===== src/rtl/button_pkg.sv =====
// Shared definitions for the button event classifier: state encoding,
// classification event bundle and timer sizing.
package button_pkg;

  localparam int STATE_W = 3;

  typedef enum logic [STATE_W-1:0] {
    IDLE      = 3'd0,
    PRESSED   = 3'd1,
    LONG_HELD = 3'd2,
    GAP       = 3'd3,
    SECOND    = 3'd4
  } state_t;

  typedef struct packed {
    logic shortPress;
    logic longPress;
    logic doubleClick;
  } classEv_t;

  // One spare bit above clog2 so the saturation ceiling sits beyond every compare value.
  function automatic int timerWidth(input int a, input int b, input int c);
    int m;
    m = a;
    if (b > m) m = b;
    if (c > m) m = c;
    return $clog2(m) + 1;
  endfunction

endpackage


===== src/rtl/button_edge_detect.sv =====
// Level edge detector: combinational rise/fall against the previous sample,
// plus registered one-cycle copies of each.
module button_edge_detect (
  input  logic clkIn,
  input  logic rstIn,
  input  logic levelIn,
  output logic rise,
  output logic fall,
  output logic risePulse,
  output logic fallPulse
);

  logic levelPrev;

  assign rise = levelIn & ~levelPrev;
  assign fall = ~levelIn & levelPrev;

  always_ff @(posedge clkIn or negedge rstIn) begin
    if (!rstIn) begin
      levelPrev <= 1'b0;
      risePulse <= 1'b0;
      fallPulse <= 1'b0;
    end else begin
      levelPrev <= levelIn;
      risePulse <= rise;
      fallPulse <= fall;
    end
  end

endmodule


===== src/rtl/button_event_classifier.sv =====
// Classifies debounced button gestures into press/release/short/long/double pulses.
// Optional auto-repeat while held past a long press: define BUTTON_AUTO_REPEAT_EN.
module button_event_classifier
  import button_pkg::*;
#(
  parameter int LONG_CNT       = 50000000,
  parameter int DCLICK_GAP_CNT = 12500000,
  parameter int REPEAT_CNT     = 5000000
) (
  input  logic               clkIn,
  input  logic               rstIn,
  input  logic               buttonIn,
  output logic               pressOut,
  output logic               releaseOut,
  output logic               shortPressOut,
  output logic               longPressOut,
  output logic               doubleClickOut,
  output logic               repeatOut,
  output logic [STATE_W-1:0] stateOut
);

  localparam int TW = timerWidth(LONG_CNT, DCLICK_GAP_CNT, REPEAT_CNT);

  state_t          state, stateNxt;
  logic [TW-1:0]   timer, timerNxt, timerInc;
  classEv_t        ev, evNxt;
  logic            rise, fall;
  logic            longHit, gapHit;

  button_edge_detect uEdge (
    .clkIn     (clkIn),
    .rstIn     (rstIn),
    .levelIn   (buttonIn),
    .rise      (rise),
    .fall      (fall),
    .risePulse (pressOut),
    .fallPulse (releaseOut)
  );

  assign longHit  = (timer == TW'(LONG_CNT - 1));
  assign gapHit   = (timer == TW'(DCLICK_GAP_CNT - 1));
  assign timerInc = (timer == '1) ? timer : timer + 1'b1;

`ifdef BUTTON_AUTO_REPEAT_EN
  logic repeatHit, repeatNxt, repeatQ;
  assign repeatHit = (timer == TW'(REPEAT_CNT - 1));
  // A release on the repeat cycle ends the hold, so it suppresses that pulse.
  assign repeatNxt = (state == LONG_HELD) && !fall && repeatHit;
  assign repeatOut = repeatQ;
`else
  assign repeatOut = 1'b0;
`endif

  always_ff @(posedge clkIn or negedge rstIn) begin
    if (!rstIn) begin
      state <= IDLE;
      timer <= '0;
      ev    <= '0;
`ifdef BUTTON_AUTO_REPEAT_EN
      repeatQ <= 1'b0;
`endif
    end else begin
      state <= stateNxt;
      timer <= timerNxt;
      ev    <= evNxt;
`ifdef BUTTON_AUTO_REPEAT_EN
      repeatQ <= repeatNxt;
`endif
    end
  end

  // A release landing on the long-press cycle means the button was not held,
  // so fall takes priority over the long-press compare.
  always_comb begin
    stateNxt = state;
    case (state)
      IDLE:      if (rise) stateNxt = PRESSED;
      PRESSED:   if (fall) stateNxt = GAP;
                 else if (longHit) stateNxt = LONG_HELD;
      LONG_HELD: if (fall) stateNxt = IDLE;
      GAP:       if (rise) stateNxt = SECOND;
                 else if (gapHit) stateNxt = IDLE;
      SECOND:    if (fall) stateNxt = IDLE;
                 else if (longHit) stateNxt = LONG_HELD;
      default:   stateNxt = IDLE;
    endcase
  end

  always_comb begin
    timerNxt = timer;
    if (stateNxt != state)
      timerNxt = '0;
    else if (state == PRESSED || state == GAP || state == SECOND)
      timerNxt = timerInc;
`ifdef BUTTON_AUTO_REPEAT_EN
    else if (state == LONG_HELD)
      timerNxt = repeatHit ? '0 : timerInc;
`endif
  end

  always_comb begin
    evNxt = '0;
    case (state)
      PRESSED: evNxt.longPress = !fall && longHit;
      GAP:     evNxt.shortPress = !rise && gapHit;
      SECOND: begin
        evNxt.doubleClick = fall;
        evNxt.longPress   = !fall && longHit;
      end
      default: evNxt = '0;
    endcase
  end

  assign shortPressOut  = ev.shortPress;
  assign longPressOut   = ev.longPress;
  assign doubleClickOut = ev.doubleClick;
  assign stateOut       = state;

endmodule

===== config.mk =====
export PLATFORM = sky130hd
export DESIGN_NAME = button_event_classifier
export DESIGN_NICKNAME = d
export VERILOG_FILES = /design/src/rtl/button_pkg.sv /design/src/rtl/button_edge_detect.sv /design/src/rtl/button_event_classifier.sv
export SDC_FILE = /design/constraint.sdc
export NUM_CORES = 1
export LEC_CHECK = 0
export ABC_CLOCK_PERIOD_IN_PS = 3800
export BUFFER_PORTS_ARGS = -buffer_cell sky130_fd_sc_hd__buf_4
export CAP_MARGIN = 5
export CORE_UTILIZATION = 65
export CTS_CLUSTER_SIZE = 40
export DETAILED_ROUTE_END_ITERATION = 7
export PLACE_DENSITY = 0.84
export SLEW_MARGIN = 20
export SYNTH_ARGS = -nofsm -noshare
export SYNTH_HDL_FRONTEND = slang
export SYNTH_SLANG_ARGS = --single-unit
export TNS_END_PERCENT = 20

===== constraint.sdc =====
create_clock -name clkIn -period 3.8 [get_ports clkIn]
set_clock_uncertainty 0.05 [all_clocks]
set_input_delay 0.19 -clock clkIn [delete_from_list [all_inputs] [get_ports clkIn]]
set_output_delay 0.19 -clock clkIn [all_outputs]
set_load 0.02 [all_outputs]

==> results.py, run 1 <==
metrics = {
    "synth": {
        "synthTopCellsByArea": "dfrtp_1 41%, nor3_1 6.0%, xnor2_1 4.4%",
        "syn-cell-area_um2": 2180,
        "synth_warnings": 0,
        "synth_common_cells": "36 x dfrtp_1, 26 x nor3_1, 19 x nand2_1",
        "yosys.area.top_type_share_pct": 41.3,
        "synth_nets": 232,
        "yosysMostFrequentCell": "dfrtp_1",
        "syn_inst": 228,
        "synth_cell_types": 57,
        "synth-async-reset-ratio_pct": 100,
        "avgSynthCellArea_um2": 9.58,
        "synth_edf_count": 0,
        "synth_ff_type": "dfrtp_1",
        "synth_largest_area_cell": "dfrtp_1",
        "synth_seq_area_share_pct": 41.3,
        "ys_seq_elements": 36,
    },
    "clocking": {
        "clock_latency_ns": 0.35,
        "clk_pin_slew_worst_paths_ns": 0.12,
        "cts.repair.resized": 0,
        "cts_tree": "done",
        "cts-root-buf": "clkbuf_4",
        "clock_path_buffers": 2,
        "htreeDepth": 2,
        "clkSinkCount": 36,
        "cts_made_buffers": 5,
    },
    "floorplanning": {
        "dieArea_um2": 3590,
        "io-pin-count": 12,
        "floorplan.rows": 20,
        "start_util_pct": 69.8,
        "core_area_um2": 3130,
        "die_w_um": 60.0,
        "die_y_um": 60.0,
    },
    "grt": {
        "grt_pass1_wl_mm": 8.14,
        "grt_pass1_vias": 1825,
        "grt_max_degree": 37,
        "antenna_found_initial": 0,
        "grt-ovfl-total": 0,
        "track_usage_pct": 30.5,
    },
    "setup_path": {
        "path_max_fanout": 28,
        "endpoint": "timer[23]",
        "crit_path_end_kind": "register",
        "reg2reg_setup_slack_ns": 1.09,
        "arrival_ns": 2.84,
        "r2r-end": "timer[23]",
        "crit_chain": "ha_1 > and3_2 > nand4_1 > or4_4 > a31oi_4 > nor3_1",
        "path_class": "register to register",
        "slowest_delay_ns": 0.73,
        "startpoint": "timer[0]",
        "worst_setup_path_start_kind": "register",
        "cp_slowest_cell": "a31oi_4",
        "worstPathRequired_ns": 3.92,
        "reg2reg_depth": 6,
        "r2r_start": "timer[0]",
    },
    "route": {
        "drt-vias-per-instance": 6.77,
        "drc": 0,
        "drtAntennaViolNets": 0,
        "num_vias": 1881,
        "drt-pass1-iter-count": 4,
        "drt_first_iter_violations": 156,
        "drt-total-wl_mm": 4.80,
        "routedWlPerCell_um": 17.3,
    },
    "power": {
        "p_int_uw": 648,
        "p_sw_uw": 416,
        "power.share.clock_pct": 24.8,
        "peakVddDrop_mv": 0.235,
        "swShare_pct": 39.1,
        "pwr-share-seq_pct": 42.7,
        "power_frac_comb_pct": 32.5,
        "p_leak_nw": 0.860,
        "power_density_nw_per_um2": 456,
    },
    "timing": {
        "tightest_slew_ns": 0.871,
        "slew_headroom_pct": 42.0,
        "setup_viol": 0,
        "finalCritPeriodShare_pct": 71.4,
        "slew_viol_final": 0,
        "timing.final.hold_violations": 0,
        "tns_ns": 0,
        "rsz0062_at_grt": "false",
        "whs_ns": 0.279,
        "fmax_mhz": 369,
        "min_period_ns": 2.71,
    },
    "placement": {
        "hpwl_mm": 3.47,
        "io_buffers": 10,
        "globalplace.congestion": 0.883,
    },
    "layout": {
        "drive_above_1_share_pct": 15.8,
        "n_antenna_cell": 0,
        "area_growth_pct": 6.93,
        "fillCellCount": 226,
        "final_util_pct": 74.6,
        "design.final.nets": 237,
    },
    "flow_run": {
        "drv_cap": 0,
    },
    "min_path": {
        "hp-class": "primary input to async pin",
    },
    "run_status": {
        "status": "finished, final reports clean",
    },
}
[worst min-delay path by stage]
| stage | startpoint | endpoint | slack, ns | cells past startpoint |
|---|---|---|---|---|
| after global placement | rstIn | uEdge.risePulse | 0.10 | 1 |
| final | rstIn | stateOut[2] | 0.28 | 2 |
| after floorplan | rstIn | doubleClickOut | -0.16 | 0 |
| after detailed placement | rstIn | stateOut[2] | 0.12 | 1 |
| after global routing | rstIn | stateOut[2] | 0.29 | 2 |
| after CTS | rstIn | stateOut[2] | 0.29 | 2 |
[cell families after synthesis]
logic type	Yosys count	synth area share [%]
AND/OR/NAND/NOR	110	29.3
adder cells (fa/ha/maj)	1	0.573
buffers and inverters	18	4.30
flip-flops	36	41.3
AO/OA/AOI/OAI	46	17.9
other	1	0.172
multiplexers	1	0.458
XOR/XNOR	15	6.02
[critical path: cells and delay by family (launching register included)]
family,cells,cell delay [ns]
AO/OA/AOI/OAI,1,0.73
adder cells (fa/ha/maj),1,0.26
flip-flops,1,0.44
AND/OR/NAND/NOR,4,1.05
[cell usage in the layout (no fill, tap or decap), types with 2 or more instances in the layout]
cell	instances
inv_1	3
nor2_1	9
a211oi_2	4
o31ai_1	5
nor3_2	2
o21ai_0	5
xnor2_1	11
nand3_1	10
a211oi_1	8
clkbuf_4	5
o21ai_1	2
o211ai_1	3
a2111oi_0	4
or3_2	2
dlygate4sd3_1	2
nand4_1	7
or4_1	6
nand2_1	19
buf_4	11
a21oi_1	2
and3_1	2
and4_1	2
xor2_1	4
or3_1	3
nor3_1	26
nand2b_1	3
nor4_1	6
dfrtp_1	36
[power groups by stage]
stage               Combinational, mW  Clock (mW)  Sequential [mW]
floorplan                       0.282           0            0.450
global placement                0.326           0            0.457
detailed placement              0.341           0            0.460
CTS                             0.345       0.270            0.453
global route                    0.377       0.284            0.459
finish                          0.346       0.264            0.455
[cell type report]
cell class / instances / area, um^2 / area share (%)
clock buffers: 6 / 41.3 / 1.77
clock inverters: 2 / 35.0 / 1.50
inverters: 3 / 11.3 / 0.482
multi-input cells: 174 / 1190 / 50.9
flip-flops and latches: 36 / 901 / 38.6
well taps: 44 / 55.1 / 2.36
repair buffers: 13 / 103 / 4.39
[flip-flops by register name, summed over array words and instances, names as in the netlist]
register and cells:
uEdge.fallPulse 1, stateOut 3, timer 27, uEdge.risePulse 1
shortPressOut 1, uEdge.levelPrev 1, longPressOut 1, doubleClickOut 1
[metrics by stage]
| stage | instance area (um^2) | total power, mW | setup WS [ns] | cells |
|---|---|---|---|---|
| final | 2330 | 1.06 | 1.09 | 278 |
| after global routing | 2330 | 1.12 | 0.916 | 278 |
| after CTS | 2330 | 1.07 | 1.10 | 278 |
| after detailed placement | 2240 | 0.802 | 1.15 | 268 |
| after global placement | 2240 | 0.783 | 1.20 | 268 |
| after floorplan | 2180 | 0.731 | 1.57 | 228 |
[metal layers]
layer	track usage (%)	wire length [um]
met1	38.0	2050
met2	51.0	2330
met5	0	0
met4	14.0	133
met3	5.63	286
[repair_timing]
item / 4_1_cts / 5_1_grt
hold endpoints to repair: 37 / 0
setup buffers: 0 / 0
hold buffers: 2 / 0
No activity file was read; power rests on OpenSTA's default activity.
==> run 2, diff against run 1 <==
--- a/config.mk
+++ b/config.mk
@@ -5,13 +5,14 @@
 export SDC_FILE = /design/constraint.sdc
 export NUM_CORES = 1
 export LEC_CHECK = 0
-export ABC_CLOCK_PERIOD_IN_PS = 3800
+export ABC_AREA = 1
+export ABC_CLOCK_PERIOD_IN_PS = 2200
 export BUFFER_PORTS_ARGS = -buffer_cell sky130_fd_sc_hd__buf_4
 export CAP_MARGIN = 5
-export CORE_UTILIZATION = 65
+export CORE_UTILIZATION = 55
 export CTS_CLUSTER_SIZE = 40
 export DETAILED_ROUTE_END_ITERATION = 7
-export PLACE_DENSITY = 0.84
+export PLACE_DENSITY = 0.76
 export SLEW_MARGIN = 20
 export SYNTH_ARGS = -nofsm -noshare
 export SYNTH_HDL_FRONTEND = slang
==> constraint.sdc (replaced) <==
create_clock -name clkIn -period 2.2 [get_ports clkIn]
set_clock_uncertainty 0.05 [all_clocks]
set_input_delay 0.11 -clock clkIn [delete_from_list [all_inputs] [get_ports clkIn]]
set_output_delay 0.11 -clock clkIn [all_outputs]
set_load 0.02 [all_outputs]
==> results.py, run 2 <==
metrics = {
    "clocking": {
        "cts_tree": "done",
        "clk_pin_slew_worst_paths_ns": 0.08,
        "cts-root-buf": "clkbuf_8",
        "cts_made_buffers": 5,
        "htreeDepth": 2,
        "clock_latency_ns": 0.30,
        "clock_path_buffers": 2,
        "clkSinkCount": 36,
    },
    "layout": {
        "largest_reg_flops": 27,
        "top_register": "timer",
        "stdcell_count": 406,
        "layout_commonest_cell": "nand2_1",
        "final_cell_mix": "98 x nand2_1, 54 x nor2_1, 39 x inv_1, 36 x dfrtp_1, 19 x buf_4",
        "n_antenna_cell": 0,
        "area_growth_pct": 19.0,
        "design_area_um2": 2750,
        "design.final.nets": 359,
        "drive_above_1_share_pct": 19.7,
    },
    "synth": {
        "avgSynthCellArea_um2": 7.04,
        "syn-cell-area_um2": 2310,
        "synth_largest_area_cell": "dfrtp_1",
        "synth_common_cells": "102 x nand2_1, 58 x nor2_1, 39 x inv_1",
        "synth-async-reset-ratio_pct": 100,
        "synth_seq_area_share_pct": 38.9,
        "synth_warnings": 0,
        "synth_ff_type": "dfrtp_1",
        "synth_nets": 333,
        "syn_inst": 329,
        "ys_seq_elements": 36,
        "yosys.area.top_type_share_pct": 38.9,
        "synth_cell_types": 26,
        "yosysMostFrequentCell": "nand2_1",
        "synth_edf_count": 0,
        "synthTopCellsByArea": "dfrtp_1 39%, nand2_1 17%, nor2_1 9.4%",
    },
    "power": {
        "power_density_nw_per_um2": 823,
        "peakVddDrop_mv": 0.455,
        "power_mw": 2.27,
        "p_leak_nw": 1.25,
    },
    "floorplanning": {
        "die_y_um": 66.9,
        "io-pin-count": 12,
        "dieArea_um2": 4470,
        "start_util_pct": 57.5,
        "core_area_um2": 4030,
        "die_w_um": 66.9,
        "floorplan.rows": 23,
    },
    "route": {
        "met1Wirelength_mm": 2.60,
        "drt-vias-per-instance": 5.43,
        "drtAntennaViolNets": 0,
        "drt-pass1-iter-count": 6,
        "routedWlPerCell_um": 14.0,
        "drc": 0,
        "num_vias": 2203,
        "dr_wl_met2_mm": 2.75,
        "drt_first_iter_violations": 167,
        "highest_layer": "met4",
        "dr_wl_met3_um": 236,
        "drt-total-wl_mm": 5.70,
    },
    "setup_path": {
        "crit_path_end_kind": "register",
        "startpoint": "timer[1]",
        "slowest_delay_ns": 0.40,
        "path_class": "register to register",
        "path_max_fanout": 7,
        "reg2reg_depth": 14,
        "r2r_start": "timer[1]",
        "reg2reg_setup_slack_ns": 0.11,
        "worst_setup_path_start_kind": "register",
        "endpoint": "timer[5]",
        "crit_buf_inv": 0,
        "arrival_ns": 2.23,
        "worstPathRequired_ns": 2.33,
        "worst-path-stages": 14,
        "critPathTopFamily": "simple AND/OR/NAND/NOR gates",
        "crit_top_cell": "nand2_1",
        "crit_chain": "ha_2 > nand2_1 > nor2_4 > nand3_4 > nor2_2 > nand2_1 > nand2_1 > nand2_1 > nand2_2 > nand2_2 > nand2_4 > nand2_8 > nand2_8 > nor2_1",
        "cp_slowest_cell": "dfrtp_1",
        "r2r-end": "timer[5]",
    },
    "placement": {
        "dp_cells": 387,
        "globalplace.congestion": 0.867,
        "hpwl_mm": 3.49,
        "io_buffers": 10,
        "pre_cts_slack_ns": 0.0720,
        "placed_cell_area_um2": 2420,
    },
    "timing": {
        "slew_viol_final": 0,
        "timing.final.hold_violations": 0,
        "finalCritPeriodShare_pct": 95.2,
        "setup_ws_ns": 0.105,
        "setup_viol": 0,
        "fmax_mhz": 477,
        "min_period_ns": 2.09,
        "rsz0062_at_grt": "true",
        "whs_ns": 0.257,
    },
    "grt": {
        "grt-ovfl-total": 0,
        "grt_max_degree": 37,
        "grt_pass1_wl_mm": 8.49,
        "antenna_found_initial": 0,
        "grt_pass1_vias": 1884,
        "track_usage_pct": 25.5,
    },
    "min_path": {
        "hp-class": "primary input to async pin",
    },
    "flow_run": {
        "drv_cap": 0,
    },
    "run_status": {
        "status": "finished, final reports clean",
    },
}
## run 2: cell families after synthesis
group	after synthesis	share of synthesized area, %
other cells	1	0.162
flops	36	38.9
simple gates	219	44.8
fa+ha+maj	1	0.540
buf+inv	49	9.95
xor+xnor	2	0.757
compound gates	21	4.86
## run 2: cell type report
| class | count | area (um^2) |
|---|---|---|
| Fill cell | 347 | 1270 |
| Multi-Input combinational cell | 247 | 1330 |
| Clock inverter | 3 | 42.5 |
| Sequential cell | 36 | 901 |
| Inverter | 43 | 166 |
| Tap cell | 50 | 62.6 |
| Timing Repair Buffer | 22 | 183 |
| Clock buffer | 5 | 68.8 |
## run 2: layer usage
metal,track usage [%],vias to the layer above
li1,-,1078
met1,34.2,1043
met2,39.8,66
met3,5.82,16
met4,9.31,0
met5,0,-
## run 2: worst min-delay path by stage
stage	start	end	slack, ns	cells after the start
after detailed placement	rstIn	timer[16]	0.05	1
after floorplan	rstIn	doubleClickOut	-0.24	0
after global routing	rstIn	timer[16]	0.32	2
final	rstIn	timer[21]	0.26	2
after CTS	rstIn	doubleClickOut	0.28	2
after global placement	rstIn	timer[15]	0.05	1
## run 2: stage by stage
stage               TNS [ns]  utilization, %
finish                     0            68.4
global route          -0.326            68.4
CTS                        0            63.3
detailed placement         0            60.0
global placement           0            60.0
floorplan                  0               -
## run 2: repair_timing
| item | CTS | global route |
|---|---|---|
| buffers inserted | 0 | 6 |
| endpoints found under the setup margin | 0 | 27 |
| hold buffers | 2 | 0 |
| endpoints found under the hold margin | 37 | 0 |
| gates resized for setup | 0 | 22 |
## run 2: power breakdown
| part | switching [mW] | internal [mW] |
|---|---|---|
| sequential | 0.0372 | 0.688 |
| combinational | 0.639 | 0.307 |
| clock | 0.260 | 0.336 |
